$ cat config.mk
export PLATFORM = sky130hd
export DESIGN_NAME = delta_sigma_dac_mc
export DESIGN_NICKNAME = d
export VERILOG_FILES = /design/src/rtl/ds_pkg.sv /design/src/rtl/ds_mod_core.sv /design/src/rtl/delta_sigma_dac_mc.sv
export SDC_FILE = /design/constraint.sdc
export NUM_CORES = 1
export LEC_CHECK = 0
export BUFFER_PORTS_ARGS = -buffer_cell sky130_fd_sc_hd__clkbuf_2
export CAP_MARGIN = 0
export CORE_MARGIN = 5
export CORE_UTILIZATION = 30
export DETAILED_ROUTE_END_ITERATION = 6
export PLACE_DENSITY = 0.5
export SLEW_MARGIN = 20
export SYNTH_ARGS = -nofsm -noshare
export SYNTH_HDL_FRONTEND = slang
export SYNTH_HIERARCHICAL = 1
export SYNTH_SLANG_ARGS = --single-unit
$ cat constraint.sdc
create_clock -name clk -period 14.67 [get_ports clk]
set_clock_uncertainty 0.05 [all_clocks]
set_input_delay 0.7335 -clock clk [delete_from_list [all_inputs] [get_ports clk]]
set_output_delay 0.7335 -clock clk [all_outputs]
set_load 0.02 [all_outputs]
$ cat src/rtl/ds_pkg.sv
// Shared constants for the multi-channel delta-sigma DAC: integrator guard bits,
// saturation limit and per-channel LFSR seeds (used only when DS_DITHER_EN is defined).
package ds_pkg;

  localparam int GUARD_BITS = 4;

  // Integrators saturate at +/-2^(WIDTH+2), two bits inside their WIDTH+4 range.
  function automatic int sat_limit(input int width);
    return 1 << (width + GUARD_BITS - 2);
  endfunction

  // Low bytes are all distinct and nonzero, so folding the bank index into the
  // high byte keeps every seed nonzero and unique for any channel count.
  localparam logic [15:0] LFSR_SEEDS [8] = '{
    16'hACE1, 16'h5A3B, 16'h1F72, 16'hC3A4, 16'h7E15, 16'h2B96, 16'h9D47, 16'h40C8
  };

  function automatic logic [15:0] lfsr_seed(input int ch);
    return LFSR_SEEDS[ch % 8] ^ 16'((ch / 8) << 8);
  endfunction

endpackage

$ cat src/rtl/ds_mod_core.sv
// One delta-sigma modulator channel: 1st/2nd-order saturating integrators and a
// 1-bit quantizer; DS_DITHER_EN adds 4-bit LFSR dither ahead of the comparator.
module ds_mod_core
  import ds_pkg::*;
#(
  parameter int WIDTH = 16,
  parameter int ORDER = 2
`ifdef DS_DITHER_EN
  ,
  parameter logic [15:0] SEED = 16'hACE1
`endif
) (
  input  logic                    clk,
  input  logic                    rst,
  input  logic                    en,
  input  logic signed [WIDTH-1:0] x,
  output logic                    pdm
);

  localparam int AW = WIDTH + GUARD_BITS;
  localparam int EW = AW + 1;
  localparam logic signed [EW-1:0] LIM_P = EW'(sat_limit(WIDTH));
  localparam logic signed [EW-1:0] LIM_N = -LIM_P;
  localparam logic signed [EW-1:0] FB_P  = EW'((1 << (WIDTH - 1)) - 1);
  localparam logic signed [EW-1:0] FB_N  = -EW'(1 << (WIDTH - 1));

  logic signed [AW-1:0] i0, i1;
  logic signed [EW-1:0] fb, i0_new, i1_new, cmp;

  function automatic logic signed [EW-1:0] sat(input logic signed [EW-1:0] v);
    if (v > LIM_P) return LIM_P;
    if (v < LIM_N) return LIM_N;
    return v;
  endfunction

`ifdef DS_DITHER_EN
  logic [15:0] lfsr;

  always_ff @(posedge clk) begin
    if (rst)     lfsr <= SEED;
    else if (en) lfsr <= {lfsr[14:0], lfsr[15] ^ lfsr[13] ^ lfsr[12] ^ lfsr[10]};
  end
`endif

  always_comb begin
    // NOTE: every signal gets a value before any branch so no latch is inferred.
    fb     = pdm ? FB_P : FB_N;
    i0_new = sat({i0[AW-1], i0} + {{(EW - WIDTH){x[WIDTH-1]}}, x} - fb);
    i1_new = sat({i1[AW-1], i1} + i0_new - fb);
    cmp    = (ORDER == 2) ? i1_new : i0_new;
`ifdef DS_DITHER_EN
    cmp    = cmp + {{(EW - 4){lfsr[3]}}, lfsr[3:0]};
`endif
  end

  always_ff @(posedge clk) begin
    // NOTE: state is updated with non-blocking assignments so all registers
    // sample the pre-edge values regardless of statement order.
    if (rst) begin
      i0  <= '0;
      i1  <= '0;
      pdm <= 1'b0;
    end else if (!en) begin
      // Muted: clear the loop and emit a zero-mean 0101 idle pattern.
      i0  <= '0;
      i1  <= '0;
      pdm <= ~pdm;
    end else begin
      i0  <= i0_new[AW-1:0];
      i1  <= (ORDER == 2) ? i1_new[AW-1:0] : '0;
      pdm <= (cmp > 0);
    end
  end

endmodule

$ cat src/rtl/delta_sigma_dac_mc.sv
// Multi-channel delta-sigma DAC: shared OSR phase counter, pending/active sample
// handshake and one ds_mod_core per channel. Optional dither: DS_DITHER_EN.
module delta_sigma_dac_mc
  import ds_pkg::*;
#(
  parameter int WIDTH    = 16,
  parameter int CHANNELS = 2,
  parameter int OSR      = 64,
  parameter int ORDER    = 2
) (
  input  logic                      clk,
  input  logic                      rst,
  input  logic                      en,
  input  logic [CHANNELS*WIDTH-1:0] s_data,
  input  logic                      s_valid,
  output logic                      s_ready,
  output logic [CHANNELS-1:0]       pdm_out,
  output logic                      sample_tick,
  output logic                      underrun
);

  localparam int CW = $clog2(OSR);

  logic [CW-1:0]               phase;
  logic                        pending_full;
  logic [CHANNELS*WIDTH-1:0]   pending, active;
  logic                        xfer, tick;

  assign s_ready     = !pending_full;
  assign xfer        = s_valid && s_ready;
  assign tick        = en && (phase == CW'(OSR - 1));
  assign sample_tick = tick;

  always_ff @(posedge clk) begin
    if (rst) begin
      phase        <= '0;
      pending_full <= 1'b0;
      active       <= '0;
      underrun     <= 1'b0;
    end else begin
      phase <= en ? phase + CW'(1) : '0;
      if (tick && pending_full) active <= pending;
      // A transfer only happens while pending is empty, so it never collides
      // with the tick draining a full pending register.
      if (xfer)      pending_full <= 1'b1;
      else if (tick) pending_full <= 1'b0;
      if (!en)                      underrun <= 1'b0;
      else if (tick && !pending_full) underrun <= 1'b1;
    end
  end

  // NOTE: the pending data register has no reset; pending_full qualifies it.
  always_ff @(posedge clk) begin
    if (xfer) pending <= s_data;
  end

  for (genvar ch = 0; ch < CHANNELS; ch++) begin : g_ch
`ifdef DS_DITHER_EN
    ds_mod_core #(.WIDTH(WIDTH), .ORDER(ORDER), .SEED(lfsr_seed(ch))) u_core (
`else
    ds_mod_core #(.WIDTH(WIDTH), .ORDER(ORDER)) u_core (
`endif
      .clk (clk),
      .rst (rst),
      .en  (en),
      .x   (active[ch*WIDTH +: WIDTH]),
      .pdm (pdm_out[ch])
    );
  end

endmodule

==> results of run 1 <==
-- cells in the final DEF, fill, tap and decap left out, types with 54 or more instances in the layout --
cell type                  synthesis  routed
sky130_fd_sc_hd__ha_1             87      87
sky130_fd_sc_hd__a21oi_1          57      57
sky130_fd_sc_hd__inv_1           188     188
sky130_fd_sc_hd__nor3_1           54      54
sky130_fd_sc_hd__fa_1             80      80
sky130_fd_sc_hd__nand2_1          65      65
sky130_fd_sc_hd__nor2_1           89      89
sky130_fd_sc_hd__o21ai_0          54      54
sky130_fd_sc_hd__dfxtp_1         122     120
sky130_fd_sc_hd__nand2b_1         87      87
-- logic make-up after synthesis --
kind of cell,after synthesis,share of synthesized area
simple gates,458,0.197
buf+inv,246,0.0789
xor+xnor,77,0.0578
compound gates,267,0.148
mux,39,0.0315
flops,154,0.272
fa+ha+maj,167,0.215
-- worst paths after layout --
kind                                         start                    end  slack, ns  cells after the start
worst min-delay path                    s_data[28]            pending[28]       0.41                      1
worst max register to register  g_ch[1].u_core/pdm  g_ch[1].u_core/i1[17]       5.78                     28
worst min register to register            phase[0]               phase[0]       0.41                      1
worst max-delay path            g_ch[1].u_core/pdm  g_ch[1].u_core/i1[17]       5.78                     28
-- per-layer routing --
layer	track usage	vias to the layer above	routed length (µm)
li1	-	4866	-
met2	0.204	132	13000
met4	0.0294	2	305
met3	0.0257	22	1010
met5	0	-	13
met1	0.186	4572	15100
-- worst register-to-register path: cells and delay by family (launching register included) --
kind                     cells  cell delay [ns]
XOR/XNOR                     2             0.80
adder cells (fa/ha/maj)      6             1.76
multiplexers                 1             0.73
buffers and inverters        4             0.84
flip-flops                   1             0.78
AND/OR/NAND/NOR              5             1.12
AO/OA/AOI/OAI               10             2.69
-- state kept, by name, summed over array words and instances, names as in the netlist --
| register | flops |
|---|---|
| g_ch.u_core/i0 | 40 |
| pending | 32 |
| phase | 6 |
| active | 32 |
| g_ch.u_core/i1 | 40 |
| pending_full | 1 |
| underrun | 1 |
| g_ch.u_core/pdm | 2 |
-- stage by stage --
stage | util | area (µm²) | instances | hold slack [ns] | setup slack [ns]
floorplan | - | 12500 | 1408 | 0.368 | 6.46
global placement | 0.322 | 13200 | 1938 | 0.387 | 6.04
detailed placement | 0.322 | 13200 | 1938 | 0.408 | 5.71
CTS | 0.337 | 13800 | 1970 | 0.378 | 5.64
global route | 0.337 | 13800 | 1970 | 0.377 | 4.89
finish | 0.337 | 13800 | 1970 | 0.409 | 5.78
-- cell type report --
class,instances,area [µm²]
Clock buffer,17,425
Timing Repair Buffer,56,320
Tap cell,532,666
Multi-Input combinational cell,1008,8140
Inverter,188,706
Sequential cell,154,3410
Fill cell,4257,27200
Clock inverter,15,183
==> impl_table.tex, run 1 <==
\begin{tabular}{lr}
\hline
Metric & Value \\
\hline
\multicolumn{2}{l}{\textbf{Synth}} \\
\quad Predominant post-synthesis flop cell & sky130\_fd\_sc\_hd\_\_dfxtp\_1 \\
\quad Most instantiated library cell after synthesis & sky130\_fd\_sc\_hd\_\_inv\_1 \\
\quad Sequential cell area fraction in the yosys report & 0.272 \\
\quad FF+latch count, synth & 154 \\
\quad Area share of the largest cell type after synthesis & 0.195 \\
\quad Syn nets & 1611 \\
\quad Synth Cell Area & 12500 µm² \\
\quad Average cell area after synthesis & 8.89 µm² \\
\quad Syn. warnings & 6 \\
\quad Share of synthesized flip-flops with an asynchronous set or reset & 0 \\
\quad Count of unique library cells instantiated by Yosys & 85 \\
\quad Top cells by count, synth & 188 x sky130\_fd\_sc\_hd\_\_inv\_1, 122 x sky130\_fd\_sc\_hd\_\_dfxtp\_1, 89 x sky130\_fd\_sc\_hd\_\_nor2\_1 \\
\quad Top post-synthesis cells by area & sky130\_fd\_sc\_hd\_\_dfxtp\_1 20\%, sky130\_fd\_sc\_hd\_\_fa\_1 13\%, sky130\_fd\_sc\_hd\_\_ha\_1 8.7\%, sky130\_fd\_sc\_hd\_\_edfxtp\_1 7.7\%, sky130\_fd\_sc\_hd\_\_inv\_1 5.6\% \\
\quad Post-synth EDFFs & 32 \\
\quad Cell type with the highest aggregate area in the netlist & sky130\_fd\_sc\_hd\_\_dfxtp\_1 \\
\quad Synthesized netlist cell count & 1408 \\
\multicolumn{2}{l}{\textbf{Detailed routing}} \\
\quad Post-detailed-routing wire length & 29.5 mm \\
\quad Wire length per cell & 15.0 µm \\
\quad Number of DRC markers after the initial detailed-route iteration & 481 \\
\quad Residual DRC & 0 \\
\quad Vias after detailed routing & 9594 \\
\quad Avg Vias per Cell & 4.87 \\
\quad Antenna-violating nets left & 0 \\
\quad Pre-antenna DRT Iters & 4 \\
\multicolumn{2}{l}{\textbf{Clocking}} \\
\quad Gates resized, CTS repair & 0 \\
\quad Postcts setup bufs & 0 \\
\quad Clock Sink Count & 154 \\
\quad Total CTS buffers & 17 \\
\quad Hold-fix buffer count after cts & 0 \\
\quad Clock slew at the register clock pins of the worst setup and hold paths & 0.07 ns \\
\quad CTS tree & done \\
\quad Latest clock arrival within the worst-skew pair & 0.45 ns \\
\quad CTS H-Tree Depth & 4 \\
\quad Clk buf depth & 2 \\
\quad Buffer type at the clock tree root & sky130\_fd\_sc\_hd\_\_clkbuf\_16 \\
\multicolumn{2}{l}{\textbf{GRT}} \\
\quad GRT Total Usage & 0.130 \\
\quad Residual overflow from global routing & 0 \\
\quad Largest net degree at the start of global routing & 74 \\
\quad Wire length of the first global-routing pass & 49.5 mm \\
\quad Antenna violations before repair & 1 \\
\quad Number of global-route vias before repair & 9578 \\
\multicolumn{2}{l}{\textbf{STA}} \\
\quad Max Transition Viols Final & 0 \\
\quad Unrepaired setup endpoints after global routing & false \\
\quad Share of the cycle needed by the critical path after routing & 0.606 \\
\quad Tmin final & 8.89 ns \\
\quad Final total negative setup slack & 0 ns \\
\quad Max frequency & 112 MHz \\
\quad Worst-Margin Slew & 1.13 ns \\
\quad Relative slew margins & 0.245 \\
\quad Number of endpoints failing setup at the final stage & 0 \\
\quad Number of hold violations in the final report & 0 \\
\multicolumn{2}{l}{\textbf{Floorplan}} \\
\quad Die Area & 45900 µm² \\
\quad Cell row count & 74 \\
\quad Die boundary width & 214 µm \\
\quad Core area & 41000 µm² \\
\quad Die height & 214 µm \\
\quad Number of I/O pins & 41 \\
\quad Initial cell density of the core & 0.305 \\
\multicolumn{2}{l}{\textbf{Placement}} \\
\quad Number of port buffers & 40 \\
\quad Post-DP HPWL & 22.3 mm \\
\quad Routability Congestion & 0.817 \\
\multicolumn{2}{l}{\textbf{Finish}} \\
\quad Layout cell share with drive strength beyond 1 & 0.0911 \\
\quad Area Growth Syn to Fin & 10.6\% \\
\quad Layout Nets & 1628 \\
\quad Number of diodes added for antenna fixing & 0 \\
\multicolumn{2}{l}{\textbf{Setup path}} \\
\quad Crit-path max cell delay & 0.78 ns \\
\quad Crit path buffers/inverters & 4 \\
\quad Critical Path Slowest Stage Cell & sky130\_fd\_sc\_hd\_\_dfxtp\_2 \\
\quad Crit-path leading delay family & compound AO/OA/AOI/OAI gates \\
\quad Maximum fanout along the worst path & 36 \\
\quad Most frequent cell on the critical path & sky130\_fd\_sc\_hd\_\_ha\_1 \\
\quad Nature of the critical path endpoint & flip-flop \\
\quad Type of the worst setup path & flip-flop to flip-flop \\
\quad Crit path DAT & 9.18 ns \\
\quad Required time reported for the critical path endpoint & 14.96 ns \\
\quad Kind of start point of the critical path & flip-flop \\
\multicolumn{2}{l}{\textbf{Hold path}} \\
\quad Class of the most critical hold timing path & primary input to flip-flop \\
\multicolumn{2}{l}{\textbf{Run status}} \\
\quad Result of the run & finished clean \\
\multicolumn{2}{l}{\textbf{Flow run}} \\
\quad Maximum Capacitance Violations & 0 \\
\hline
\end{tabular}
Power of run 1 is not shown: default switching activity piles up to over one toggle a cycle in this logic, so the estimate is an artifact.
==> inputs of run 2 (changes only) <==
- clock period: 14.67 -> 8.2 ns (I/O delays scaled with it)
==> run 2 against run 1 <==
  * Worst hold slack worse by 0.33 ns
  * Setup slack worse by 5.1 ns
  * Die area stayed put
  * Fmax is 18% higher
  * Critical path type unchanged
  * Largest cell class unchanged
==> impl_table.tex, run 2 (same netlist as run 1, synthesis figures left out) <==
\begin{tabular}{lr}
\hline
Metric & Value \\
\hline
\multicolumn{2}{l}{\textbf{Finish}} \\
\quad Area Growth Syn to Fin & 11.4\% \\
\quad Number of diodes added for antenna fixing & 0 (unchanged) \\
\quad Largest registers & g\_ch.u\_core/i0 (40), g\_ch.u\_core/i1 (40) \\
\quad Multi-input combinational cell area & 8140 µm² (about the same) \\
\quad Layout Nets & 1639 (+0.68\%) \\
\quad Layout cell share with drive strength beyond 1 & 0.100 (+0.00897) \\
\quad Register Area & 3410 µm² (+0.15\%) \\
\quad Fill cell total of the finished layout & 4301 (+1.0\%) \\
\quad Leading cell types in the layout, fill and taps excluded & 188 x sky130\_fd\_sc\_hd\_\_inv\_1, 120 x sky130\_fd\_sc\_hd\_\_dfxtp\_1, 88 x sky130\_fd\_sc\_hd\_\_nor2\_1, 87 x sky130\_fd\_sc\_hd\_\_nand2b\_1, 87 x sky130\_fd\_sc\_hd\_\_ha\_1 \\
\quad Commonest non-fill, non-tap cell in the layout & sky130\_fd\_sc\_hd\_\_inv\_1 \\
\multicolumn{2}{l}{\textbf{Detailed routing}} \\
\quad Vias after detailed routing & 9620 (+0.27\%) \\
\quad Avg Vias per Cell & 4.86 (-0.29\%) \\
\quad Wire length per cell & 15.1 µm (+0.68\%) \\
\quad Post-detailed-routing wire length & 29.8 mm (+1.2\%) \\
\quad Residual DRC & 0 (unchanged) \\
\quad Number of DRC markers after the initial detailed-route iteration & 600 (+25\%) \\
\quad Antenna-violating nets left & 0 (unchanged) \\
\quad Pre-antenna DRT Iters & 7 (+3) \\
\multicolumn{2}{l}{\textbf{Floorplan}} \\
\quad Die boundary width & 214 µm (unchanged) \\
\quad Number of I/O pins & 41 (unchanged) \\
\quad Die Area & 45900 µm² (unchanged) \\
\quad Die height & 214 µm (unchanged) \\
\quad Core area & 41000 µm² (unchanged) \\
\quad Cell row count & 74 (unchanged) \\
\quad Initial cell density of the core & 0.305 (unchanged) \\
\multicolumn{2}{l}{\textbf{Placement}} \\
\quad Number of port buffers & 40 (unchanged) \\
\quad Post-DP HPWL & 23.0 mm (+3.2\%) \\
\quad Routability Congestion & 0.848 (+3.7\%) \\
\multicolumn{2}{l}{\textbf{Clocking}} \\
\quad Total CTS buffers & 17 (unchanged) \\
\quad Clock slew at the register clock pins of the worst setup and hold paths & 0.08 ns (about the same) \\
\quad Clock Sink Count & 154 (unchanged) \\
\quad Clk buf depth & 2 (unchanged) \\
\quad CTS tree & done \\
\quad Postcts setup bufs & 0 (unchanged) \\
\quad Latest clock arrival within the worst-skew pair & 0.45 ns (about the same) \\
\quad Buffer type at the clock tree root & sky130\_fd\_sc\_hd\_\_clkbuf\_16 \\
\quad CTS H-Tree Depth & 4 (unchanged) \\
\multicolumn{2}{l}{\textbf{STA}} \\
\quad Max frequency & 132 MHz (+18\%) \\
\quad Number of hold violations in the final report & 0 (unchanged) \\
\quad Worst-Margin Slew & 0.766 ns (-0.367 ns) \\
\quad Number of endpoints failing setup at the final stage & 0 (unchanged) \\
\quad Fin Hold WS & 0.0828 ns (-0.326 ns) \\
\quad Tmin final & 7.55 ns (-1.34 ns) \\
\quad Share of the cycle needed by the critical path after routing & 0.921 (+0.315) \\
\quad Final total negative setup slack & 0 ns (unchanged) \\
\quad Max Transition Viols Final & 0 (unchanged) \\
\quad Unrepaired setup endpoints after global routing & false \\
\quad Relative slew margins & 0.476 (+0.231) \\
\multicolumn{2}{l}{\textbf{Hold path}} \\
\quad Class of the most critical hold timing path & primary input to flip-flop \\
\quad Startpoint of the tightest hold check path & s\_data[28] \\
\multicolumn{2}{l}{\textbf{Setup path}} \\
\quad Worst reg2reg path startpoint & g\_ch[1].u\_core/pdm \\
\quad Type of the worst setup path & flip-flop to flip-flop \\
\quad Maximum fanout along the worst path & 34 (-5.6\%) \\
\quad Kind of start point of the critical path & flip-flop \\
\quad Nature of the critical path endpoint & flip-flop \\
\quad Required time reported for the critical path endpoint & 8.49 ns (-6.47 ns) \\
\quad Worst reg-to-reg setup slack & 0.65 ns (-5.13 ns) \\
\quad Crit path DAT & 7.84 ns (-1.34 ns) \\
\quad Launching instance or port of the critical path & g\_ch[1].u\_core/pdm \\
\multicolumn{2}{l}{\textbf{Flow run}} \\
\quad Maximum Capacitance Violations & 0 (unchanged) \\
\multicolumn{2}{l}{\textbf{GRT}} \\
\quad Residual overflow from global routing & 0 (unchanged) \\
\quad Number of global-route vias before repair & 9639 (+0.64\%) \\
\quad Antenna violations before repair & 0 (-1) \\
\quad Largest net degree at the start of global routing & 74 (unchanged) \\
\quad GRT Total Usage & 0.132 (+0.00227) \\
\quad Wire length of the first global-routing pass & 50.3 mm (+1.5\%) \\
\multicolumn{2}{l}{\textbf{Run status}} \\
\quad Result of the run & finished clean \\
\hline
\end{tabular}
run 2: changes by cell type in the layout (fill, tap and decap cells not counted), sizes merged:
cell	previous run	this run
clkinv	3	4
inv	197	198
bufinv	2	1
buf	16	27
clkinvlp	1	0
run 2: final timing paths:
| check | to | depth (start not counted) |
|---|---|---|
| worst min register to register | phase[0] | 1 |
| worst max register to register | g_ch[1].u_core/i1[15] | 27 |
| worst max-delay path | g_ch[1].u_core/i1[15] | 27 |
| worst min-delay path | pending[28] | 1 |
run 2: area by class of cell:
type	count	area share
multi-input combinational	1008	0.584
timing repair buffer	67	0.0298
clock inverter	15	0.0125
inverter	188	0.0506
tap	532	0.0478
clock buffer	17	0.0305
sequential	154	0.245
run 2: repair_timing:
| item | CTS | global route |
|---|---|---|
| hold buffers | 0 | 0 |
| resized for setup | 0 | 4 |
| endpoints found under the setup margin | 0 | 24 |
run 2: worst max-delay path, cell delays in order, from the launching register on:
cell and delay [ns]:
sky130_fd_sc_hd__dfxtp_4 0.57, sky130_fd_sc_hd__fa_1 0.48, sky130_fd_sc_hd__inv_1 0.10, sky130_fd_sc_hd__ha_1 0.24
sky130_fd_sc_hd__a211oi_1 0.34, sky130_fd_sc_hd__o21ai_1 0.20, sky130_fd_sc_hd__a21boi_0 0.23, sky130_fd_sc_hd__xor2_1 0.27
sky130_fd_sc_hd__or4b_1 0.48, sky130_fd_sc_hd__nor4_1 0.24, sky130_fd_sc_hd__nand4_1 0.14, sky130_fd_sc_hd__o31a_1 0.34
sky130_fd_sc_hd__nand2b_1 0.20, sky130_fd_sc_hd__ha_1 0.28, sky130_fd_sc_hd__inv_1 0.04, sky130_fd_sc_hd__ha_1 0.22
sky130_fd_sc_hd__fa_1 0.49, sky130_fd_sc_hd__a211oi_1 0.28, sky130_fd_sc_hd__o21ai_0 0.13, sky130_fd_sc_hd__buf_4 0.16
sky130_fd_sc_hd__o21ba_2 0.21, sky130_fd_sc_hd__nor3_1 0.28, sky130_fd_sc_hd__nor2_1 0.12, sky130_fd_sc_hd__a221oi_1 0.36
sky130_fd_sc_hd__xnor3_2 0.32, sky130_fd_sc_hd__buf_4 0.25, sky130_fd_sc_hd__and3_1 0.20, sky130_fd_sc_hd__o211a_1 0.22
run 2: layer usage:
metal	share of wire	routed length [µm]	vias up	global-route usage
met2	0.48	14200	142	0.219
met4	0.011	333	0	0.0314
met3	0.025	738	21	0.0213
li1	-	-	4890	-
met5	0	0	-	0
met1	0.49	14500	4567	0.182
run 2: metrics by stage:
stage / setup slack [ns] / std cells / util / area [µm²]
5_1_grt: 0.0452 / 1981 / 0.340 / 13900
2_1_floorplan: 0.0960 / 1408 / - / 12500
3_5_place_dp: 0.318 / 1948 / 0.324 / 13300
4_1_cts: 0.276 / 1980 / 0.339 / 13900
6_report: 0.647 / 1981 / 0.340 / 13900
3_3_place_gp: 0.376 / 1948 / 0.324 / 13300
Power of run 2 is left out for the same reason.
